`src/rtl/studio2_keypad.sv`:
```
// studio2_keypad: PS/2 events -> RCA Studio II keypads A/B and EF3/EF4 scan.
// Define STUDIO2_KEY_STRETCH_EN to stretch short taps to HOLD_CYCLES.
module studio2_keypad #(
  parameter int CNT_W       = 20,
  parameter int HOLD_CYCLES = 700000
) (
  input  logic        clk,
  input  logic        reset,
  input  logic [10:0] ps2_key,
  input  logic        key_sel_wr,
  input  logic [3:0]  key_sel_data,
  output logic [3:0]  key_sel,
  output logic [9:0]  keys_a,
  output logic [9:0]  keys_b,
  output logic        ef3,
  output logic        ef4
);
  localparam int NK = 20;

  logic          prev_q;
  logic          primed_q;
  logic [3:0]    sel_q;
  logic          ev;
  logic          mk;
  logic [NK-1:0] hit;
  logic [NK-1:0] down;

  assign ev = primed_q && (ps2_key[10] != prev_q);
  assign mk = ps2_key[9];

  always_ff @(posedge clk or posedge reset) begin
    if (reset) begin
      prev_q   <= 1'b0;
      primed_q <= 1'b0;
      sel_q    <= '0;
    end else begin
      prev_q   <= ps2_key[10];
      primed_q <= 1'b1;
      if (key_sel_wr) sel_q <= key_sel_data;
    end
  end

  // bits 9:0 = pad A (main row), bits 19:10 = pad B (numpad)
  always_comb begin
    hit = '0;
    unique case (ps2_key[7:0])
      8'h45:   hit[0]  = 1'b1;
      8'h16:   hit[1]  = 1'b1;
      8'h1E:   hit[2]  = 1'b1;
      8'h26:   hit[3]  = 1'b1;
      8'h25:   hit[4]  = 1'b1;
      8'h2E:   hit[5]  = 1'b1;
      8'h36:   hit[6]  = 1'b1;
      8'h3D:   hit[7]  = 1'b1;
      8'h3E:   hit[8]  = 1'b1;
      8'h46:   hit[9]  = 1'b1;
      8'h70:   hit[10] = 1'b1;
      8'h69:   hit[11] = 1'b1;
      8'h72:   hit[12] = 1'b1;
      8'h7A:   hit[13] = 1'b1;
      8'h6B:   hit[14] = 1'b1;
      8'h73:   hit[15] = 1'b1;
      8'h74:   hit[16] = 1'b1;
      8'h6C:   hit[17] = 1'b1;
      8'h75:   hit[18] = 1'b1;
      8'h7D:   hit[19] = 1'b1;
      default: hit = '0;
    endcase
    if (!ev || ps2_key[8]) hit = '0;
  end

`ifdef STUDIO2_KEY_STRETCH_EN
  typedef enum logic [1:0] {
    IDLE,
    HELD,
    PEND_REL
  } kst_t;

  localparam logic [CNT_W-1:0] HOLD = CNT_W'(HOLD_CYCLES);
  localparam logic [CNT_W-1:0] ONE  = CNT_W'(1);

  kst_t             st_q  [NK];
  kst_t             st_d  [NK];
  logic [CNT_W-1:0] cnt_q [NK];
  logic [CNT_W-1:0] cnt_d [NK];

  always_ff @(posedge clk or posedge reset) begin
    if (reset) begin
      for (int k = 0; k < NK; k++) begin
        st_q[k]  <= IDLE;
        cnt_q[k] <= '0;
      end
    end else begin
      for (int k = 0; k < NK; k++) begin
        st_q[k]  <= st_d[k];
        cnt_q[k] <= cnt_d[k];
      end
    end
  end

  // A key releases on the edge where its counter reaches zero.
  always_comb begin
    for (int k = 0; k < NK; k++) begin
      st_d[k]  = st_q[k];
      cnt_d[k] = (cnt_q[k] != '0) ? cnt_q[k] - ONE : '0;
      unique case (st_q[k])
        HELD: begin
          if (hit[k] && !mk)
            st_d[k] = (cnt_q[k] <= ONE) ? IDLE : PEND_REL;
        end
        PEND_REL: begin
          if (cnt_q[k] <= ONE) st_d[k] = IDLE;
        end
        default: ;
      endcase
      if (hit[k] && mk) begin
        st_d[k]  = HELD;
        cnt_d[k] = HOLD;
      end
      down[k] = (st_q[k] != IDLE);
    end
  end
`else
  logic [NK-1:0] keys_q;
  logic          unused_cfg;

  assign unused_cfg = (CNT_W > 0) ^ (HOLD_CYCLES > 0);

  always_ff @(posedge clk or posedge reset) begin
    if (reset) keys_q <= '0;
    else keys_q <= (keys_q | (hit & {NK{mk}}))
                 & ~(hit & {NK{!mk}});
  end

  assign down = keys_q;
`endif

  assign key_sel = sel_q;
  assign keys_a  = down[9:0];
  assign keys_b  = down[19:10];
  assign ef3     = (sel_q < 4'd10) ? keys_a[sel_q] : 1'b0;
  assign ef4     = (sel_q < 4'd10) ? keys_b[sel_q] : 1'b0;

endmodule

```
`config.mk`:
```
export PLATFORM = sky130hd
export DESIGN_NAME = studio2_keypad
export DESIGN_NICKNAME = d
export VERILOG_FILES = /design/src/rtl/studio2_keypad.sv
export SDC_FILE = /design/constraint.sdc
export NUM_CORES = 1
export LEC_CHECK = 0
export BUFFER_PORTS_ARGS = -buffer_cell sky130_fd_sc_hd__buf_2
export CORE_AREA = 2 2 62 64
export DETAILED_ROUTE_END_ITERATION = 10
export DIE_AREA = 0 0 64 66
export PLACE_DENSITY = 0.66
export SETUP_SLACK_MARGIN = 0.2
export SYNTH_ARGS = -nofsm -noshare
export SYNTH_HDL_FRONTEND = slang
export SYNTH_SLANG_ARGS = --single-unit
```
`constraint.sdc`:
```
create_clock -name clk -period 1.4 [get_ports clk]
set_input_delay 0.28 -clock clk [delete_from_list [all_inputs] [get_ports clk]]
set_output_delay 0.28 -clock clk [all_outputs]
set_load 0.1 [all_outputs]
```
## Word level (Yosys, flattened, before mapping)

Index checks and enable logic that the tools add are counted.

| cells by class | value |
|---|---|
| order comparisons | 2 |
| eq/ne operators | 21 |
| muxes and demuxes | 27 |
| bitwise gates (word level) | 5 |
| reduce and logical (&&, ||, !) cells | 4 |

Operator list:

| kind | count |
|---|---|
| $eq 8x7->1 const B | 12 |
| $and 20x20->20 | 3 |
| $eq 8x6->1 const B | 6 |
| $mux 1 | 24 |
| $mux 20 | 1 |
| $not 20->20 | 1 |
| $or 20x20->20 | 1 |
| $eq 8x5->1 const B | 2 |
| $bmux 1 s4 | 2 |
| $lt 4x5->1 const B | 1 |
| $lt 4x4->1 const B | 1 |
| $logic_not 1->1 | 2 |
| $logic_and 1x1->1 | 1 |
| $logic_or 1x1->1 | 1 |
| $ne 1x1->1 | 1 |

| storage, ports and cells | value |
|---|---|
| register bits after elaboration | 26 |
| input port bits | 18 |
| output and inout port bits | 26 |
| logic and storage cells | 63 |

## Logic depth before layout (Yosys ltp)

Gate-level depths: netlist (run 1).

| depth | value |
|---|---|
| depth in word-level cells | 8 |
| depth in mapped cells | 5 |
| mapped depth without buffers | 4 |

## Worst setup path before layout (run 1)

No wires, ideal clock.

| path | value |
|---|---|
| path type | register -> output |
| from | reg sel_q[0] (netlist: key_sel[0]) |
| to | out ef3 |
| data arrival time | 3,523 ps |
| path slack | -2,403 ps |
| cell stages (with the launch flop) | 4 |
| cell sequence | dfrtp_1 buf_2 mux2i_1 o21ai_0 |

| on the way | value |
|---|---|
| cells in the longest elaborated chain, start to end | 3 |

RTL lines:

| what | RTL line | source |
|---|---|---|
| start, declared | 22 | `logic [3:0] sel_q;` |
| start signal, assigned | 39 | `if (key_sel_wr) sel_q <= key_sel_data;` |
| $bmux 1 s4 | 141 | `assign ef3 = (sel_q < 4'd10) ? keys_a[sel_q] : 1'b0;` |
| $mux 1 (not written as such) | 141 |  |
| $mux 1 * | 141 |  |
| end, declared | 15 | `output logic ef3,` |

Mark *: on every way between the ends. The rest lies on a longest branch, timed or not. The select of a mux whose other input is x is not followed.

## Final worst setup path (run 1)

| path | value |
|---|---|
| from | reg sel_q[0] (netlist: key_sel[0]) |
| to | out ef4 |

| on the way | value |
|---|---|
| cells in the longest elaborated chain, start to end | 3 |

RTL lines:

| what | RTL line | source |
|---|---|---|
| $bmux 1 s4 | 142 | `assign ef4 = (sel_q < 4'd10) ? keys_b[sel_q] : 1'b0;` |
| $mux 1 (not written as such) | 142 |  |
| $mux 1 * | 142 |  |
| end, declared | 16 | `output logic ef4` |

Marks and branches as above.

==> metrics.md, run 1 <==
| Metric | Value |
|---|---|
| Total number of vias | `1477` |
| FILL cells | `152` |
| Post-route antenna net violation count | `0` |
| Routability Congestion | `0.803` |
| Number of standard cells after synthesis | `120` |
| Result of the run | `complete, but fails checks` |
| Die span in y | `66 um` |
| Share of the yosys chip area belonging to registers | `47.1%` |
| CP arrival | `1.91 ns` |
| I/O pin count | `44` |
| Tcrit/Tclk final | `157%` |
| Number of maximum-capacitance constraint violations | `0` |
| Syn avg cell area | `11.5 um2` |
| Unrepaired setup endpoints after global routing | `true` |
| Power per standard cell area | `635 nW/um2` |
| # diodes | `0` |
| First-pass GRT wire length | `8160 um` |
| Depth of the most critical reg-to-reg path | `6` |
| Total clock sinks | `26` |
| Remaining global-route overflow | `0` |
| Drt wl/cell | `20.5 um` |
| First-iteration detailed-routing DRC count | `80` |
| First-pass DRT Iterations | `4` |
| Worst VDD drop | `0.509 mV` |
| Top cell type by total area after synthesis | `sky130_fd_sc_hd__dfrtp_1` |
| Worst slack at placement | `-0.518 ns` |
| # setup viols final | `24` |
| Maximum clock skew at final layout | `0.000876 ns` |
| Reg-to-reg slack, setup | `-0.43 ns` |
| Synthesis-to-layout area growth | `120%` |
| Setup WS post-layout | `-0.792 ns` |
| Placed cell area | `2410 um2` |
| Post-synth net total | `138` |
| Start-to-end type of the worst setup path | `flip-flop to output pin` |
| Final count of hold timing violations | `0` |
| Count of buffers from port buffering | `43` |
| Clock-pin slew reported for the worst setup and hold paths after clock tree synthesis | `0.15 ns` |
| Hold Path Depth | `1` |
| Area share of the leading cell type in the synthesized netlist | `47.1%` |
| CTS Root Cell | `sky130_fd_sc_hd__clkbuf_4` |
| Top cells by area, synth | `sky130_fd_sc_hd__dfrtp_1, sky130_fd_sc_hd__mux2_2, sky130_fd_sc_hd__nor4_1, sky130_fd_sc_hd__mux2i_1, sky130_fd_sc_hd__mux4_2` |
| Clock latency of the later-clocked register in the worst-skew pair | `0.34 ns` |
| Fmax | `456 MHz` |
| Final HPWL DP | `3240 um` |
| TritonCTS clock tree | `built` |
| Row cnt | `22` |
| Static power due to leakage | `1.36 nW` |
| Netlist cell types | `27` |
| Vias/cell | `5.47` |
| Syn Std Cell Area | `1380 um2` |
| Max-slew violations | `0` |
| Final hold slack | `0.0986 ns` |
| Warning count from the yosys run | `0` |
| Fraction of layout cells with a size suffix above 1 | `78.8%` |
| Number of global-route vias before repair | `1575` |
| Final TNS setup | `-7.84 ns` |
| Failing checks | `negative setup slack` |
| CTS buffer count | `3` |
| Worst setup EP type | `output pin` |
| Critical-path maximum fanout | `5` |
| Die W | `64 um` |
| Total length of routed wires | `5550 um` |
| Critical Path RT | `1.12 ns` |
| Final worst path period need | `2.19 ns` |
| Post-route cell area | `3040 um2` |
| Setup crit start kind | `flip-flop` |
| Std-Cell Core Area | `3550 um2` |
| Buffers from clock root to sink, at most | `2` |
| Initial antenna violation count | `0` |
| Hold Path Class | `input pin to flip-flop` |
| Global-route usage over all layers | `26.0%` |
| Pin count of the biggest net entering global routing | `27` |
| DR DRC count | `0` |
| Full die area | `4220 um2` |
| Number of storage elements in the synthesis netlist | `26` |
| Number of nets at the end of the flow | `241` |
| Htree depth | `1` |
| Initial core utilization | `38.9%` |
-- cell usage in the layout, fill, tap and decap left out, drive strengths merged, types with 2 or more instances in the layout --
cell,count
a31oi,2
buf,101
clkbuf,4
dfrtp,26
inv,4
mux2,22
mux2i,6
mux4,2
nand2,5
nand2b,4
nand3,3
nand4,2
nand4b,4
nor2,7
nor4,11
o211ai,2
o21ai,4
or2,2
or3,3
-- cells by family (layout without fill, tap and decap cells) --
family	Yosys count	count (layout)	share of synthesized area [%]
simple gates	45	46	20.0
other cells	1	1	0.271
buf+inv	9	110	2.53
mux	30	30	25.5
xor+xnor	1	1	1.18
compound gates	8	8	3.44
flops	26	26	47.1
-- Yosys cell counts --
cell type / n
sky130_fd_sc_hd__or2_2: 2
sky130_fd_sc_hd__nor2_1: 7
sky130_fd_sc_hd__clkbuf_1: 4
sky130_fd_sc_hd__buf_2: 1
sky130_fd_sc_hd__nor3_1: 1
sky130_fd_sc_hd__inv_1: 4
sky130_fd_sc_hd__conb_1: 1
sky130_fd_sc_hd__dfrtp_1: 26
sky130_fd_sc_hd__nand2_1: 5
sky130_fd_sc_hd__or4_1: 1
sky130_fd_sc_hd__mux2i_1: 6
sky130_fd_sc_hd__and2b_1: 1
sky130_fd_sc_hd__and2_2: 1
sky130_fd_sc_hd__xor2_2: 1
sky130_fd_sc_hd__and4b_1: 1
sky130_fd_sc_hd__o21ai_0: 4
sky130_fd_sc_hd__nor4_1: 11
sky130_fd_sc_hd__o211ai_1: 2
sky130_fd_sc_hd__mux2_2: 22
sky130_fd_sc_hd__nand2b_1: 4
sky130_fd_sc_hd__a31oi_1: 2
sky130_fd_sc_hd__nand4_1: 2
sky130_fd_sc_hd__mux4_2: 2
sky130_fd_sc_hd__or3_1: 3
sky130_fd_sc_hd__nand3_1: 3
sky130_fd_sc_hd__nand4b_4: 1
sky130_fd_sc_hd__nand4b_1: 2
-- final cells by class --
cell class | count | area, um2 | area share [%]
Clock buffer | 4 | 36.3 | 1.19
Multi-Input combinational cell | 86 | 1080 | 35.4
Tap cell | 48 | 60.1 | 1.98
Timing Repair Buffer | 102 | 1180 | 38.8
Inverter | 4 | 15.0 | 0.494
Sequential cell | 26 | 672 | 22.1
-- power breakdown --
group | leakage (nW) | switching, mW | internal, mW | total (mW)
clock network | 0.0210 | 0.249 | 0.160 | 0.409
registers | 0.328 | 0.0328 | 0.779 | 0.811
logic | 1.01 | 0.409 | 0.301 | 0.710
-- through the flow --
step | cells | power [mW] | utilization, %
CTS | 262 | 1.86 | 81.6
floorplan | 120 | 1.14 | -
finish | 270 | 1.93 | 85.6
global route | 270 | 2.00 | 85.6
detailed placement | 248 | 1.37 | 67.8
global placement | 248 | 1.36 | 67.8
-- what timing repair did --
action,in CTS,in global routing
hold buffers,1,0
hold endpoints to repair,26,0
setup endpoints to repair,46,46
cloned,1,0
buffers inserted,8,8
resized for setup,81,21
pin swaps,16,4
-- final timing paths --
check / start / to
max in group asynchronous: reset / key_sel[0]$_DFFE_PP0P_
worst max register to register: prev_q$_DFF_PP0_ / flip-flop
worst min register to register: flip-flop / flip-flop
worst min-delay path: ps2_key[10] / prev_q$_DFF_PP0_
min in group asynchronous: reset / asynchronous set/reset pin
worst max-delay path: key_sel[0]$_DFFE_PP0P_ / ef4
-- metal layers --
layer | GRT usage [%] | vias to the layer above | wire [um]
li1 | - | 653 | -
met1 | 30.2 | 746 | 2250
met2 | 48.6 | 62 | 2890
met3 | 3.58 | 16 | 255
met4 | 9.51 | 0 | 153
met5 | 0 | - | 0
-- worst max-delay path, cell delays in order, from the launching register on --
cell and delay (ns):
sky130_fd_sc_hd__dfrtp_4 0.49, sky130_fd_sc_hd__mux4_2 0.51, sky130_fd_sc_hd__o211ai_1 0.28, sky130_fd_sc_hd__o21ai_4 0.11, sky130_fd_sc_hd__buf_12 0.18
Note: power is estimated with default switching activity, not from simulation.
==> run 2: changes to the inputs <==
--- a/config.mk
+++ b/config.mk
@@ -8,2 +8,3 @@
 export BUFFER_PORTS_ARGS = -buffer_cell sky130_fd_sc_hd__buf_2
+export CAP_MARGIN = 25
 export CORE_AREA = 2 2 62 64
@@ -13,2 +14,3 @@
 export SETUP_SLACK_MARGIN = 0.2
+export SLEW_MARGIN = 0
 export SYNTH_ARGS = -nofsm -noshare
==> constraint.sdc (replaced) <==
create_clock -name clk -period 1.4 [get_ports clk]
set_input_delay 0.07 -clock clk [delete_from_list [all_inputs] [get_ports clk]]
set_output_delay 0.07 -clock clk [all_outputs]
set_load 0.1 [all_outputs]
==> run 2 against run 1 <==
Effect of this change:
- power down 8.6%
- wire length shrank 29%
- combinational power is 22% lower
- the run still ends with negative setup slack left
- hold slack worse by 0.095 ns
- core utilization fell by 16 points
- largest cell class is now multi-input combinational cells
- critical path depth is the same
- non-clock buffer count decreased by 22
- critical path type unchanged
==> metrics.md, run 2 (synthesis gave the netlist of run 1 again) <==
| Metric | Value |
|---|---|
| Result of the run | `complete, but fails checks` |
| Failing checks | `negative setup slack` |
| CTS Root Cell | `sky130_fd_sc_hd__clkbuf_4` |
| Worst VDD drop | `0.415 mV (-18%)` |
| Number of global-route vias before repair | `1358 (-14%)` |
| Global-route usage over all layers | `20.7% (-5.3 points)` |
| Power per standard cell area | `710 nW/um2 (+12%)` |
| Fmax | `511 MHz (+12%)` |
| Maximum clock skew at final layout | `0.00343 ns (+0.00256 ns)` |
| CTS buffer count | `3 (unchanged)` |
| CP arrival | `1.89 ns (-0.02 ns)` |
| FILL cells | `257 (+69%)` |
| Initial antenna violation count | `0 (unchanged)` |
| End point of the most critical hold path | `key_sel[1]$_DFFE_PP0P_` |
| Setup crit start kind | `flip-flop` |
| Die span in y | `66 um (unchanged)` |
| Final worst path period need | `1.96 ns (-0.234 ns)` |
| Critical Path RT | `1.33 ns (+0.21 ns)` |
| Reg-to-reg slack, setup | `-0.20 ns (+0.23 ns)` |
| Synthesis-to-layout area growth | `79.5%` |
| Row cnt | `22 (unchanged)` |
| Clock-pin slew reported for the worst setup and hold paths after clock tree synthesis | `0.15 ns (about the same)` |
| Number of maximum-capacitance constraint violations | `0 (unchanged)` |
| Full die area | `4220 um2 (unchanged)` |
| Max-slew violations | `0 (unchanged)` |
| Final count of hold timing violations | `0 (unchanged)` |
| Hold Path Class | `input pin to flip-flop` |
| Total clock sinks | `26 (unchanged)` |
| TritonCTS clock tree | `built` |
| Routability Congestion | `0.806 (+0.46%)` |
| Fraction of layout cells with a size suffix above 1 | `70.9% (-8.0 points)` |
| Final hold slack | `0.00361 ns (-0.0950 ns)` |
| Start-to-end type of the worst setup path | `flip-flop to output pin` |
| Setup WS post-layout | `-0.558 ns (+0.234 ns)` |
| Placed cell area | `1950 um2 (-19%)` |
| Tcrit/Tclk final | `140% (-17 points)` |
| Leading cell types in the layout, fill and taps excluded | `sky130_fd_sc_hd__buf_4, sky130_fd_sc_hd__mux2_4, sky130_fd_sc_hd__buf_2` |
| Final TNS setup | `-3.67 ns (+4.16 ns)` |
| Post-route antenna net violation count | `0 (unchanged)` |
| Pin count of the biggest net entering global routing | `27 (unchanged)` |
| Initial core utilization | `38.9% (unchanged)` |
| Count of buffers from port buffering | `43 (unchanged)` |
| Die W | `64 um (unchanged)` |
| Min-Delay Startpoint | `key_sel_wr` |
| Hold Path Depth | `2 (+1)` |
| Vias/cell | `5.14 (-6.1%)` |
| First-pass DRT Iterations | `4 (unchanged)` |
| Static power due to leakage | `1.12 nW (-17%)` |
| Critical-path maximum fanout | `5 (unchanged)` |
| Worst setup EP type | `output pin` |
| Htree depth | `1 (unchanged)` |
| First-iteration detailed-routing DRC count | `28 (-65%)` |
| Post-route cell area | `2480 um2 (-18%)` |
| Final HPWL DP | `2710 um (-16%)` |
| Drt wl/cell | `15.9 um (-23%)` |
| First-pass GRT wire length | `6580 um (-19%)` |
| Worst slack at placement | `-0.331 ns (+0.187 ns)` |
| Remaining global-route overflow | `0 (unchanged)` |
| Buffers from clock root to sink, at most | `2 (unchanged)` |
| Std-Cell Core Area | `3550 um2 (unchanged)` |
| # diodes | `0 (unchanged)` |
| Non-filler instance count after layout | `247 (-8.5%)` |
| DR DRC count | `0 (unchanged)` |
| Depth of the most critical reg-to-reg path | `7 (+1)` |
| # setup viols final | `22 (-8.3%)` |
| Critical register-to-register path startpoint | `prev_q$_DFF_PP0_` |
| Number of nets at the end of the flow | `218 (-9.5%)` |
| Total length of routed wires | `3930 um (-29%)` |
| Unrepaired setup endpoints after global routing | `true` |
| Clock latency of the later-clocked register in the worst-skew pair | `0.34 ns (about the same)` |
| Number of cells after detailed placement | `232 (-6.5%)` |
| Most common cell after layout, fill and taps aside | `sky130_fd_sc_hd__buf_4` |
| I/O pin count | `44 (unchanged)` |
| Total number of vias | `1269 (-14%)` |
run 2: changes by cell type in the layout (fill, tap and decap cells not counted), sizes merged:
cell         before  now
buf             101   74
dlygate4sd3       1    6
nand4b            4    3
run 2: worst max-delay path by stage:
stage	startpoint	endpoint	slack, ns	cells after the start
3_3_place_gp	key_sel[0]$_DFFE_PP0P_	ef4	-0.26	6
5_1_grt	key_sel[0]$_DFFE_PP0P_	ef3	-0.62	4
6_report	key_sel[0]$_DFFE_PP0P_	ef3	-0.56	4
4_1_cts	key_sel[0]$_DFFE_PP0P_	ef3	-0.57	4
2_1_floorplan	key_sel[0]$_DFFE_PP0P_	ef3	-0.47	4
3_5_place_dp	key_sel[0]$_DFFE_PP0P_	ef4	-0.33	6
run 2: area by class of cell:
type	count	area, um2	share of cell area (%)
clock buffers	4	36.3	1.46
inverters	4	15.0	0.605
multi-input cells	85	991	39.9
flip-flops and latches	26	668	26.9
well taps	48	60.1	2.42
repair buffers	80	712	28.7
run 2: stage by stage:
stage / utilization, % / total power [mW]
finish: 69.9 / 1.76
global route: 69.9 / 1.84
CTS: 67.2 / 1.74
detailed placement: 55.0 / 1.27
global placement: 55.0 / 1.26
floorplan: - / 1.14
run 2: timing repair:
item / 4_1_cts / 5_1_grt
endpoints found under the hold margin: 31 / 0
resized for setup: 72 / 22
setup buffers: 4 / 1
endpoints found under the setup margin: 46 / 35
hold buffers: 6 / 0
pin swaps: 13 / 4
run 2: per-layer routing:
layer | wire, um | vias up | track usage [%] | share of wire, %
met3 | 134 | 5 | 2.90 | 3.4
met1 | 1760 | 623 | 24.9 | 45
met2 | 1980 | 33 | 37.6 | 50
met5 | 0 | - | 0 | 0
met4 | 56 | 0 | 7.61 | 1.4
li1 | - | 608 | - | -
run 2: critical path: stages, from the launching register on:
cell	delay [ns]
sky130_fd_sc_hd__dfrtp_4	0.49
sky130_fd_sc_hd__mux4_2	0.51
sky130_fd_sc_hd__o211ai_1	0.28
sky130_fd_sc_hd__o21ai_4	0.10
sky130_fd_sc_hd__buf_12	0.17
run 2: power breakdown:
part	leakage, nW	total (mW)	internal, mW	switching (mW)
combinational	0.766	0.557	0.205	0.352
sequential	0.332	0.808	0.778	0.0295
clock	0.0210	0.399	0.160	0.239
total	1.12	1.76	1.14	0.621
==> run 3: changes to the inputs <==
- ABC_CLOCK_PERIOD_IN_PS: default -> 1800
- clock period: 1.4 -> 1.8 ns (I/O delays scaled with it)
==> run 3 against run 2 <==
Effect of this change:
- the flow still finishes with violations (negative setup slack)
- design area down 7.7%
- register-to-register slack better by 0.24 ns
- worst setup slack improved by 0.40 ns
- critical path depth did not move
- first-iteration DRC count rose by 43%
- clock skew increased by 0.0023 ns
- power down 24%
- non-clock buffer count shrank 13
==> metrics.md, run 3 (synthesis gave the netlist of run 1 again) <==
| Metric | Value |
|---|---|
| First-pass DRT Iterations | `4 (unchanged)` |
| # diodes | `0 (unchanged)` |
| Non-filler instance count after layout | `234 (-5.3%)` |
| Max-slew violations | `0 (unchanged)` |
| Final worst path period need | `1.96 ns` |
| Comb power frac | `30.4% (-1.2 points)` |
| Full die area | `4220 um2 (unchanged)` |
| Leading cell types in the layout, fill and taps excluded | `sky130_fd_sc_hd__buf_2, sky130_fd_sc_hd__mux2_4, sky130_fd_sc_hd__dfrtp_1` |
| Initial antenna violation count | `0 (unchanged)` |
| Pin count of the biggest net entering global routing | `21 (-22%)` |
| Worst slack at placement | `0.0172 ns (+0.348 ns)` |
| Die span in y | `66 um (unchanged)` |
| Fraction of layout cells with a size suffix above 1 | `68.8% (-2.0 points)` |
| Clock-pin slew reported for the worst setup and hold paths after clock tree synthesis | `0.14 ns (about the same)` |
| End point of the most critical hold path | `key_sel[1]$_DFFE_PP0P_` |
| Number of maximum-capacitance constraint violations | `0 (unchanged)` |
| Final core area utilization | `64.6% (-5.4 points)` |
| Remaining global-route overflow | `0 (unchanged)` |
| CTS buffer count | `3 (unchanged)` |
| CP arrival | `1.87 ns (-0.02 ns)` |
| Number of cells after detailed placement | `211 (-9.1%)` |
| Worst relative slew slack | `66.1%` |
| Buffers from clock root to sink, at most | `2 (unchanged)` |
| Setup crit start kind | `flip-flop` |
| Vias/cell | `5.35 (+4.1%)` |
| Total length of routed wires | `4140 um (+5.4%)` |
| Clock group share of total power | `22.6% (about the same)` |
| FILL cells | `276 (+7.4%)` |
| Switching fraction of total power | `36.0% (+0.78 points)` |
| Total number of vias | `1251 (-1.4%)` |
| Final HPWL DP | `2580 um (-4.7%)` |
| Initial core utilization | `38.9% (unchanged)` |
| Unrepaired setup endpoints after global routing | `true` |
| Int Pwr | `0.858 mW (-25%)` |
| I/O pin count | `44 (unchanged)` |
| Static power due to leakage | `1.06 nW (-5.6%)` |
| Start-to-end type of the worst setup path | `flip-flop to output pin` |
| Worst VDD drop | `0.433 mV (+4.2%)` |
| Critical-path maximum fanout | `4 (-1)` |
| Synthesis-to-layout area growth | `65.8%` |
| DR DRC count | `0 (unchanged)` |
| Result of the run | `complete, but fails checks` |
| Number of global-route vias before repair | `1302 (-4.1%)` |
| Maximum clock skew at final layout | `0.00574 ns (+0.00231 ns)` |
| Worst setup EP type | `output pin` |
| Min-Delay Startpoint | `key_sel_wr` |
| Total net switching power | `0.483 mW (-22%)` |
| First-pass GRT wire length | `6510 um (-1.0%)` |
| CTS Root Cell | `sky130_fd_sc_hd__clkbuf_4` |
| Post-route antenna net violation count | `0 (unchanged)` |
| Sequential cell fraction of total power | `47.0% (+1.2 points)` |
| Global-route usage over all layers | `19.9% (-0.81 points)` |
| Power per standard cell area | `585 nW/um2 (-18%)` |
| Hold Path Class | `input pin to flip-flop` |
| Htree depth | `1 (unchanged)` |
| Fmax | `511 MHz` |
| Std-Cell Core Area | `3550 um2 (unchanged)` |
| TritonCTS clock tree | `built` |
| Setup WS post-layout | `-0.155 ns (+0.403 ns)` |
| Die W | `64 um (unchanged)` |
| Most common cell after layout, fill and taps aside | `sky130_fd_sc_hd__buf_2` |
| Count of buffers from port buffering | `43 (unchanged)` |
| Slew of the pin with the lowest slew margin | `0.508 ns` |
| Drt wl/cell | `17.7 um (+11%)` |
| Depth of the most critical reg-to-reg path | `6 (-1)` |
| Total clock sinks | `26 (unchanged)` |
| First-iteration detailed-routing DRC count | `40 (+43%)` |
| Routability Congestion | `0.776 (-3.8%)` |
| Power Total | `1.34 mW (-24%)` |
| Tcrit/Tclk final | `109%` |
| Critical register-to-register path startpoint | `prev_q$_DFF_PP0_` |
| Number of nets at the end of the flow | `205 (-6.0%)` |
| Final count of hold timing violations | `0 (unchanged)` |
| Critical Path RT | `1.71 ns (+0.38 ns)` |
| Reg-to-reg slack, setup | `0.04 ns (+0.24 ns)` |
| Failing checks | `negative setup slack` |
| Clock latency of the later-clocked register in the worst-skew pair | `0.32 ns (-0.02 ns)` |
| Hold Path Depth | `2 (unchanged)` |
| Row cnt | `22 (unchanged)` |
| # setup viols final | `2 (-91%)` |
[run 3: changes by cell type in the layout (fill, tap and decap cells not counted), moves of 3 or more]
| cell | before | now |
|---|---|---|
| sky130_fd_sc_hd__buf_12 | 6 | 3 |
| sky130_fd_sc_hd__buf_2 | 17 | 41 |
| sky130_fd_sc_hd__buf_4 | 36 | 7 |
| sky130_fd_sc_hd__buf_6 | 13 | 9 |
[run 3: metal layers]
layer | up-vias | GRT usage, % | wire length (um)
li1 | 578 | - | -
met1 | 638 | 24.6 | 1750
met2 | 33 | 35.7 | 2200
met3 | 2 | 3.41 | 174
met4 | 0 | 5.43 | 14
met5 | - | 0 | 0
[run 3: area by class of cell]
type,instances,area (um2),share of cell area (%)
multi-input cells,85,1020,44.4
flip-flops and latches,26,668,29.1
repair buffers,67,494,21.6
well taps,48,60.1,2.62
clock buffers,4,36.3,1.58
inverters,4,15.0,0.655
[run 3: what timing repair did]
item,4_1_cts,5_1_grt
hold buffers,6,0
setup buffers,8,5
pin swaps,20,7
setup endpoints to repair,15,21
resized for setup,61,17
hold endpoints to repair,15,0
[run 3: how the worst max path moves through the flow]
stage                           start        end  slack (ns)
2_1_floorplan  key_sel[0]$_DFFE_PP0P_        ef3       -0.09
3_3_place_gp         prev_q$_DFF_PP0_  flip-flop        0.05
3_5_place_dp   key_sel[0]$_DFFE_PP0P_        ef3        0.02
4_1_cts        key_sel[0]$_DFFE_PP0P_        ef4       -0.18
5_1_grt        key_sel[0]$_DFFE_PP0P_        ef3       -0.26
6_report       key_sel[0]$_DFFE_PP0P_        ef3       -0.16
[run 3: critical path, cell delays in order, from the launching register on]
cell	delay, ns
sky130_fd_sc_hd__dfrtp_4	0.49
sky130_fd_sc_hd__mux4_2	0.50
sky130_fd_sc_hd__o211ai_1	0.27
sky130_fd_sc_hd__o21ai_4	0.11
sky130_fd_sc_hd__buf_12	0.18
[run 3: stage by stage]
stage                     area, um2  TNS, ns  hold WS (ns)
after floorplan                1430   -0.160         0.121
after global placement         1720        0         0.113
after detailed placement       1720        0         0.123
after CTS                      2170   -0.342        0.0227
after global routing           2290   -0.491        0.0221
final                          2290   -0.293        0.0253
[run 3: power by group through the flow]
stage,clock [mW],combinational (mW),sequential [mW]
finish,0.303,0.408,0.631
global route,0.331,0.426,0.635
CTS,0.309,0.385,0.630
detailed placement,0,0.306,0.646
global placement,0,0.303,0.643
floorplan,0,0.130,0.748
